<file path="src/rtl/fetch_unit_pkg.sv">
// ---------------------------------------------------------------------------
// fetch_unit_pkg
// Shared definitions for the instruction fetch stage and the IF/ID register:
//   - INSTR_W          : instruction / address width (32)
//   - RESET_PC_DEFAULT : first fetch address after reset
//   - fetch_state_e    : fetch FSM state encodings
//   - word_align()     : clears the byte-offset bits of an address
// ---------------------------------------------------------------------------
package fetch_unit_pkg;

   localparam int INSTR_W = 32;

   localparam logic [INSTR_W-1:0] RESET_PC_DEFAULT = 32'h0040_0000;

   typedef enum logic [1:0] {
      ST_REQ    = 2'd0,
      ST_HOLD   = 2'd1,
      ST_DRAIN  = 2'd2,
      ST_HALTED = 2'd3
   } fetch_state_e;

   // Instructions are word aligned, so redirect targets drop bits [1:0].
   function automatic logic [INSTR_W-1:0] word_align(input logic [INSTR_W-1:0] addr);
      return {addr[INSTR_W-1:2], 2'b00};
   endfunction

endpackage

</file>
<file path="src/rtl/fetch_unit_ifid_reg.sv">
// ---------------------------------------------------------------------------
// ifid_reg
// IF/ID pipeline register with load / hold / invalidate controls.
// The decode stage reuses this same interface.
// Ports:
//   clk, rst_n       : clock, async active-low reset
//   load             : capture instr_in / pc_plus4_in and mark valid
//   invalidate       : clear valid, leave the payload untouched
//   instr_in         : instruction word to capture
//   pc_plus4_in      : fetch address + 4 to capture
//   valid            : register holds a real instruction
//   instr            : registered instruction
//   pc_plus4         : registered fetch address + 4
// Neither control asserted means hold.
// ---------------------------------------------------------------------------
module ifid_reg
   import fetch_unit_pkg::*;
(
   input  logic               clk,
   input  logic               rst_n,
   input  logic               load,
   input  logic               invalidate,
   input  logic [INSTR_W-1:0] instr_in,
   input  logic [INSTR_W-1:0] pc_plus4_in,
   output logic               valid,
   output logic [INSTR_W-1:0] instr,
   output logic [INSTR_W-1:0] pc_plus4
);

   logic               valid_q,    valid_d;
   logic [INSTR_W-1:0] instr_q,    instr_d;
   logic [INSTR_W-1:0] pc_plus4_q, pc_plus4_d;

   // Next-value selection: a load wins over invalidate, otherwise hold.
   always_comb begin
      valid_d    = valid_q;
      instr_d    = instr_q;
      pc_plus4_d = pc_plus4_q;
      if (load) begin
         valid_d    = 1'b1;
         instr_d    = instr_in;
         pc_plus4_d = pc_plus4_in;
      end else if (invalidate) begin
         valid_d    = 1'b0;
      end
   end

   // Register storage, cleared on reset.
   always_ff @(posedge clk or negedge rst_n) begin
      if (!rst_n) begin
         valid_q    <= 1'b0;
         instr_q    <= '0;
         pc_plus4_q <= '0;
      end else begin
         valid_q    <= valid_d;
         instr_q    <= instr_d;
         pc_plus4_q <= pc_plus4_d;
      end
   end

   assign valid    = valid_q;
   assign instr    = instr_q;
   assign pc_plus4 = pc_plus4_q;

endmodule

</file>
<file path="src/rtl/fetch_unit.sv">
// ---------------------------------------------------------------------------
// fetch_unit
// Instruction fetch stage: owns the PC, runs a req/ready handshake with
// instruction memory and feeds the IF/ID register.
// Ports:
//   clk, rst_n            : clock, async active-low reset
//   stall                 : hold IF/ID, no handoff while high
//   redirect_valid/_pc    : jump / jal / jr / taken-branch target
//   halt                  : syscall seen, stop fetching
//   imem_req/_addr        : memory request and its address
//   imem_ready/_rdata     : memory response (completes the request)
//   ifid_valid/_instr/_pc_plus4 : IF/ID register contents
//   misalign              : sticky, a redirect target was not word aligned
// Priority every cycle: halt > redirect_valid > stall.
// ---------------------------------------------------------------------------
module fetch_unit
   import fetch_unit_pkg::*;
#(
   parameter logic [INSTR_W-1:0] RESET_PC = RESET_PC_DEFAULT
) (
   input  logic               clk,
   input  logic               rst_n,
   input  logic               stall,
   input  logic               redirect_valid,
   input  logic [INSTR_W-1:0] redirect_pc,
   input  logic               halt,
   output logic               imem_req,
   output logic [INSTR_W-1:0] imem_addr,
   input  logic               imem_ready,
   input  logic [INSTR_W-1:0] imem_rdata,
   output logic               ifid_valid,
   output logic [INSTR_W-1:0] ifid_instr,
   output logic [INSTR_W-1:0] ifid_pc_plus4,
   output logic               misalign
);

   fetch_state_e       state_q, state_d;
   logic [INSTR_W-1:0] pc_q, pc_d;
   logic [INSTR_W-1:0] fetch_addr_q, fetch_addr_d;
   logic [INSTR_W-1:0] hold_instr_q, hold_instr_d;
   logic [INSTR_W-1:0] hold_pc_plus4_q, hold_pc_plus4_d;
   logic               halt_pend_q, halt_pend_d;
   logic               misalign_q, misalign_d;

   logic               ifid_load;
   logic               ifid_inval;
   logic [INSTR_W-1:0] ifid_instr_in;
   logic [INSTR_W-1:0] ifid_pc_plus4_in;
   logic [INSTR_W-1:0] fetch_addr_plus4;
   logic               launch;
   logic               take_redirect;

   assign fetch_addr_plus4 = fetch_addr_q + 32'd4;

   // State register together with the PC and datapath flops.
   always_ff @(posedge clk or negedge rst_n) begin
      if (!rst_n) begin
         state_q         <= ST_REQ;
         pc_q            <= RESET_PC;
         fetch_addr_q    <= RESET_PC;
         hold_instr_q    <= '0;
         hold_pc_plus4_q <= '0;
         halt_pend_q     <= 1'b0;
         misalign_q      <= 1'b0;
      end else begin
         state_q         <= state_d;
         pc_q            <= pc_d;
         fetch_addr_q    <= fetch_addr_d;
         hold_instr_q    <= hold_instr_d;
         hold_pc_plus4_q <= hold_pc_plus4_d;
         halt_pend_q     <= halt_pend_d;
         misalign_q      <= misalign_d;
      end
   end

   // Next-state and datapath decisions. "launch" marks the cycles where a
   // fresh request starts next cycle; only then does fetch_addr pick up the
   // new PC, which keeps imem_addr stable across a pending request.
   always_comb begin
      state_d          = state_q;
      pc_d             = pc_q;
      fetch_addr_d     = fetch_addr_q;
      hold_instr_d     = hold_instr_q;
      hold_pc_plus4_d  = hold_pc_plus4_q;
      halt_pend_d      = halt_pend_q;
      misalign_d       = misalign_q;
      ifid_load        = 1'b0;
      ifid_inval       = 1'b0;
      ifid_instr_in    = imem_rdata;
      ifid_pc_plus4_in = fetch_addr_plus4;
      launch           = 1'b0;
      take_redirect    = 1'b0;

      case (state_q)
         ST_REQ: begin
            if (imem_ready) begin
               if (halt) begin
                  ifid_inval = 1'b1;
                  state_d    = ST_HALTED;
               end else if (redirect_valid) begin
                  take_redirect = 1'b1;
                  ifid_inval    = 1'b1;
                  launch        = 1'b1;
               end else if (stall) begin
                  hold_instr_d    = imem_rdata;
                  hold_pc_plus4_d = fetch_addr_plus4;
                  pc_d            = fetch_addr_plus4;
                  state_d         = ST_HOLD;
               end else begin
                  ifid_load = 1'b1;
                  pc_d      = fetch_addr_plus4;
                  launch    = 1'b1;
               end
            end else begin
               if (halt) begin
                  halt_pend_d = 1'b1;
                  ifid_inval  = 1'b1;
                  state_d     = ST_DRAIN;
               end else if (redirect_valid) begin
                  take_redirect = 1'b1;
                  ifid_inval    = 1'b1;
                  state_d       = ST_DRAIN;
               end else if (!stall) begin
                  ifid_inval = 1'b1;
               end
            end
         end

         ST_HOLD: begin
            if (halt) begin
               ifid_inval = 1'b1;
               state_d    = ST_HALTED;
            end else if (redirect_valid) begin
               take_redirect = 1'b1;
               ifid_inval    = 1'b1;
               launch        = 1'b1;
               state_d       = ST_REQ;
            end else if (!stall) begin
               ifid_load        = 1'b1;
               ifid_instr_in    = hold_instr_q;
               ifid_pc_plus4_in = hold_pc_plus4_q;
               launch           = 1'b1;
               state_d          = ST_REQ;
            end
         end

         ST_DRAIN: begin
            // The outstanding word is thrown away; only the handshake matters.
            ifid_inval = 1'b1;
            if (halt) begin
               halt_pend_d = 1'b1;
            end else if (redirect_valid) begin
               take_redirect = 1'b1;
            end
            if (imem_ready) begin
               halt_pend_d = 1'b0;
               if (halt_pend_q || halt) begin
                  state_d = ST_HALTED;
               end else begin
                  launch  = 1'b1;
                  state_d = ST_REQ;
               end
            end
         end

         ST_HALTED: begin
            ifid_inval = 1'b1;
         end

         default: begin
            state_d = ST_HALTED;
         end
      endcase

      if (take_redirect) begin
         pc_d       = word_align(redirect_pc);
         misalign_d = misalign_q | (|redirect_pc[1:0]);
      end

      if (launch) begin
         fetch_addr_d = pc_d;
      end
   end

   // Outputs decoded from the state: a request is live in REQ and DRAIN.
   always_comb begin
      imem_req = 1'b0;
      case (state_q)
         ST_REQ, ST_DRAIN: imem_req = 1'b1;
         default:          imem_req = 1'b0;
      endcase
   end

   assign imem_addr = fetch_addr_q;
   assign misalign  = misalign_q;

   ifid_reg u_ifid_reg (
      .clk         (clk),
      .rst_n       (rst_n),
      .load        (ifid_load),
      .invalidate  (ifid_inval),
      .instr_in    (ifid_instr_in),
      .pc_plus4_in (ifid_pc_plus4_in),
      .valid       (ifid_valid),
      .instr       (ifid_instr),
      .pc_plus4    (ifid_pc_plus4)
   );

endmodule

</file>
<file path="config.mk">
export PLATFORM = sky130hd
export DESIGN_NAME = fetch_unit
export DESIGN_NICKNAME = d
export VERILOG_FILES = /design/src/rtl/fetch_unit_pkg.sv /design/src/rtl/fetch_unit_ifid_reg.sv /design/src/rtl/fetch_unit.sv
export SDC_FILE = /design/constraint.sdc
export NUM_CORES = 1
export LEC_CHECK = 0
export ABC_AREA = 1
export ABC_CLOCK_PERIOD_IN_PS = 2200
export CELL_PAD_IN_SITES_DETAIL_PLACEMENT = 0
export CELL_PAD_IN_SITES_GLOBAL_PLACEMENT = 2
export CORE_MARGIN = 2
export CORE_UTILIZATION = 25
export CTS_CLUSTER_SIZE = 25
export DETAILED_ROUTE_END_ITERATION = 10
export GPL_TIMING_DRIVEN = 1
export PLACE_DENSITY_LB_ADDON = 0.08
export SYNTH_ARGS = -nofsm -noshare
export SYNTH_HDL_FRONTEND = slang
export SYNTH_SLANG_ARGS = --single-unit
</file>
<file path="constraint.sdc">
create_clock -name clk -period 2.2 [get_ports clk]
set_input_delay 0.44 -clock clk [delete_from_list [all_inputs] [get_ports clk]]
set_output_delay 0.44 -clock clk [all_outputs]
set_load 0.01 [all_outputs]
</file>
Word-level counts from Yosys, hierarchy flattened:

Cells that the tools add are included.

* flip-flop bits (word level): 197
* input port bits: 70
* output and inout port bits: 99
* word-level logic and storage cells: 85

* $add $sub $neg: 1
* equality and inequality tests: 9
* muxes and demuxes: 50
* bitwise logic cells: 3
* reduce and logical (&&, ||, !) cells: 12

Operator list (number)
* $mux W32: 13
* $add A32 B3 Y32 const B: 1
* $mux W2: 11
* $mux W1: 21
* $ne A4 B4 Y1 const B: 4
* $pmux W1 S3: 2
* $pmux W2 S3: 1
* $reduce_and A6 Y1: 1
* $reduce_or A2 Y1: 3
* $eq A2 B2 Y1 const B: 2
* $ne A2 B2 Y1 const B: 2
* $pmux W1 S2: 2
* $reduce_and A4 Y1: 1
* $reduce_bool A2 Y1: 2
* $reduce_bool A3 Y1: 1
* $reduce_or A3 Y1: 1
* $eq A2 B1 Y1 const B: 1
* $logic_not A2 Y1: 1
* $not A1 Y1: 2
* $reduce_and A2 Y1: 1
* $logic_or A1 B1 Y1: 1
* $or A1 B1 Y1: 1

Depth between registers and ports, before layout:

* depth after elaboration: 7
* depth in mapped cells: 12

By module:

From an unflattened synthesis, not the netlist that was laid out.

* cell total of the unflattened synthesis: 1430
* area, all modules: 10396.2 um^2

Modules (own cells, without submodules)
* fetch_unit: instances 1, cells each 1155, area each 7881.3 um^2
* ifid_reg: instances 1, cells each 275, area each 2514.9 um^2

Least setup slack after synthesis:

Ideal clock, no wire load.

* path kind: register to register
* start: register state_q[0]
* end: register u_ifid_reg.instr_q[10] (netlist: u_ifid_reg.instr[10])
* setup time: 0.132 ns
* arrival: 1.713 ns
* required time: 2.068 ns
* path slack: 0.355 ns
* cell stages (with the launch flop): 12
* period minus slack after synthesis: 1.845 ns
* path through: dfrtp_1 -> inv_1 -> ha_1 -> nand2_1 -> nor2_4 -> inv_2 -> a21oi_4 -> inv_2 -> buf_2 -> buf_2 -> nand2_1 -> o31ai_1

* longest elaborated chain between the ends: 2

RTL lines
* from (decl): line fetch_unit.sv:37 `fetch_state_e state_q, state_d;`
* from (signal assigned): line fetch_unit.sv:66 `state_q <= state_d;`
* $eq A2 B1 Y1 or $logic_not A2 Y1 (tied branches): line fetch_unit.sv:94 `case (state_q)`
* $pmux W1 S2 or $mux W32 (tied branches): line fetch_unit.sv:94
* to (signal assigned): line fetch_unit_ifid_reg.sv:56 `instr_q <= instr_d;`
* to (decl): line fetch_unit_ifid_reg.sv:31 `logic [INSTR_W-1:0] instr_q, instr_d;`

Parallel ways exist; a longest one is shown, timed or not.
A chain may end at the register's enable or synchronous reset.

Worst setup path after layout:

* start: register fetch_addr_q[22] (netlist: imem_addr[22])
* end: output port imem_addr[22]

RTL lines
* from (decl): line fetch_unit.sv:39 `logic [INSTR_W-1:0] fetch_addr_q, fetch_addr_d;`
* from (signal assigned): line fetch_unit.sv:68 `fetch_addr_q <= fetch_addr_d;`
* to (decl): line fetch_unit.sv:28 `output logic [INSTR_W-1:0] imem_addr,`

No word-level cell between the ends.

==> results.cfg <==
[cts]
cts_tree = done
cts_setup_buffers = 0
numCtsBuffers = 17
clock-sinks = 197
clkTransAtPathRegs_ps = 80
cts_root_buffer = clkbuf_16
htree_levels = 4
clock_latency_ps = 460
clk_path_buf_depth = 2

[timing]
slew_violations = 0
hold_viol_final = 0
max_freq_mhz = 464
finClkSkew_ps = 12.3
period_needed_ps = 2150
rsz0062_at_grt = no
max_slew_margin_pct = 63.7
final.period_utilization_pct = 97.9
max_slew.worst_pin.slew_ps = 541
fin_setup_tns_ps = 0
setup_viol_count_final = 0
fin_hold_ws_ps = 479

[pwr]
p_seq_share_pct = 36.7
leakage_nw = 6.24
power.share.switching_pct = 37.6
p_sw_w = 0.00657
p_total_w = 0.0174
clockPowerShare_pct = 20.3
internal_power_w = 0.0109
powerDensity_nw_per_um2 = 1270
peakVddDrop_v = 0.000561
combinationalPowerShare_pct = 43.0

[cells_and_area]
diodes = 0
layout.nets = 1622
final_util_pct = 34.4
area_growth_pct = 35.4
multi_input_area_sq_um = 4610
mostFrequentLayoutCells = nand2_1 (462), dfrtp_1 (194), clkdlybuf4s50_1 (165)
layout.area.seq_sq_um = 4930
final_common_cell = nand2_1
num-fill-cells = 4208
stdcell_count = 2084
layout-drive-gt1-share_pct = 10.9

[floorplanning]
start_util_pct = 25.4
design.die.area_sq_um = 42200
rows = 73
core_sq_um = 39900
die_h_um = 205
die-width_um = 205
pin_count = 169

[run]
maxCapViolCount = 0

[global_routing]
gr-total-overflow = 0
grt_usage_pct = 17.6
antenna_found_initial = 0
grt_start_max_net_pins = 61
grt_pass1_wl_mm = 56.2
grt_pass1_vias = 9303

[routing]
post_drt_via_cell_ratio = 4.46
drtPass1Iterations = 5
vias = 9290
ant_nets = 0
finalWirelength_mm = 36.2
drcViolationCount = 0
drtIter0Drc = 491
wl_per_cell_um = 17.3

[setup_path]
end_kind = output pin
critPathMaxFanout = 4
crit_type = reg -> out
startpoint_type = flop
worstPathArrival_ps = 1710
required_ps = 1760

[yosys]
syn_area_per_cell_sq_um = 7.57
ys.flop_type = dfrtp_1
synth_enable_flop_cells = 0
synth.net_count = 1417
async_flop_share_pct = 100
ys_seq_area_share_pct = 48.6
yosysWarnings = 0
ys_seq_elements = 197
synth.distinct_cells = 39
netlist_instances = 1341
mappedNetlistArea_sq_um = 10100

[place]
portBuffers = 168
gp_congestion = 0.792
hpwl_mm = 26.4
dp.cells = 2051

[hold_path]
hold_class = reg -> reg

[run_status]
outcome = completed
-- power groups by stage --
stage	Sequential (W)	Clock (W)	Combinational [W]
floorplan	0.00657	0	0.00345
global placement	0.00647	0	0.00758
detailed placement	0.00649	0	0.00760
CTS	0.00644	0.00367	0.00764
global route	0.00663	0.00380	0.00843
finish	0.00641	0.00353	0.00750
-- cell usage after synthesis, drive strengths merged, types with 8 or more instances --
cell type	number	area share [%]
a2bb2oi	9	0.78
o21ai	163	8.0
nor2	125	4.9
or2	27	1.7
dfrtp	195	48
a21oi	39	2.1
clkbuf	32	1.2
o31ai	20	1.5
inv	84	3.1
mux2i	12	1.2
buf	38	1.9
nand3b	8	0.59
a21boi	8	0.59
nand2	465	17
nand3	79	3.9
-- critical path: stages, from the launching register on --
cell and delay (ps):
dfstp_2 560, buf_4 150, clkdlybuf4s50_1 550
-- per-stage QoR --
| step | area, sq um | setup slack (ps) |
|---|---|---|
| after CTS | 13700 | 14.2 |
| after floorplan | 10100 | 355 |
| final | 13700 | 47.1 |
| after global routing | 13700 | 1.50 |
| after detailed placement | 13100 | -116 |
| after global placement | 13100 | -49.0 |
-- path summary, 6_finish.rpt --
path,startpoint,endpoint,slack [ps],depth (start not counted)
max,imem_addr[22],imem_addr[22],50,2
min,hold_pc_plus4_q[18],hold_pc_plus4_q[18],480,2
max reg2reg,imem_addr[3],u_ifid_reg.pc_plus4[9],200,9
min reg2reg,hold_pc_plus4_q[18],hold_pc_plus4_q[18],480,2
max in group asynchronous,rst_n,u_ifid_reg.instr[17],920,3
min in group asynchronous,rst_n,hold_instr_q[5],550,2
-- sequential cells by signal, indices dropped and copies added, names as in the netlist --
register / cells
pc_q: 32
halt_pend_q: 1
misalign: 1
u_ifid_reg.valid: 1
imem_addr: 32
hold_instr_q: 32
u_ifid_reg.pc_plus4: 32
u_ifid_reg.instr: 32
state_q: 2
hold_pc_plus4_q: 32
-- what timing repair did --
action / CTS / global route
hold buffers: 1 / 0
resized for setup: 3 / 5
endpoints found under the hold margin: 54 / 0
endpoints found under the setup margin: 1 / 4
-- logic make-up after synthesis --
group,after synthesis,synth area share [%]
AO/OA/AOI/OAI,258,14.4
XOR/XNOR,5,0.432
adder cells (fa/ha/maj),6,0.740
buffers and inverters,155,6.20
flip-flops,197,48.6
multiplexers,12,1.18
AND/OR/NAND/NOR,708,28.5
-- metal layers --
layer	track usage, %	routed length (um)	vias to the layer above
met5	0	0	-
met4	5.37	649	0
met3	2.44	1120	32
met2	27.7	16200	158
met1	25.1	18100	4345
li1	-	-	4755
-- final cells by class --
class,count,share of cell area [%]
clock buffers,19,3.30
well taps,525,4.78
repair buffers,256,18.8
clock inverters,13,1.40
flip-flops and latches,197,35.9
multi-input cells,989,33.5
inverters,85,2.33
(Power assumes the default switching activity.)
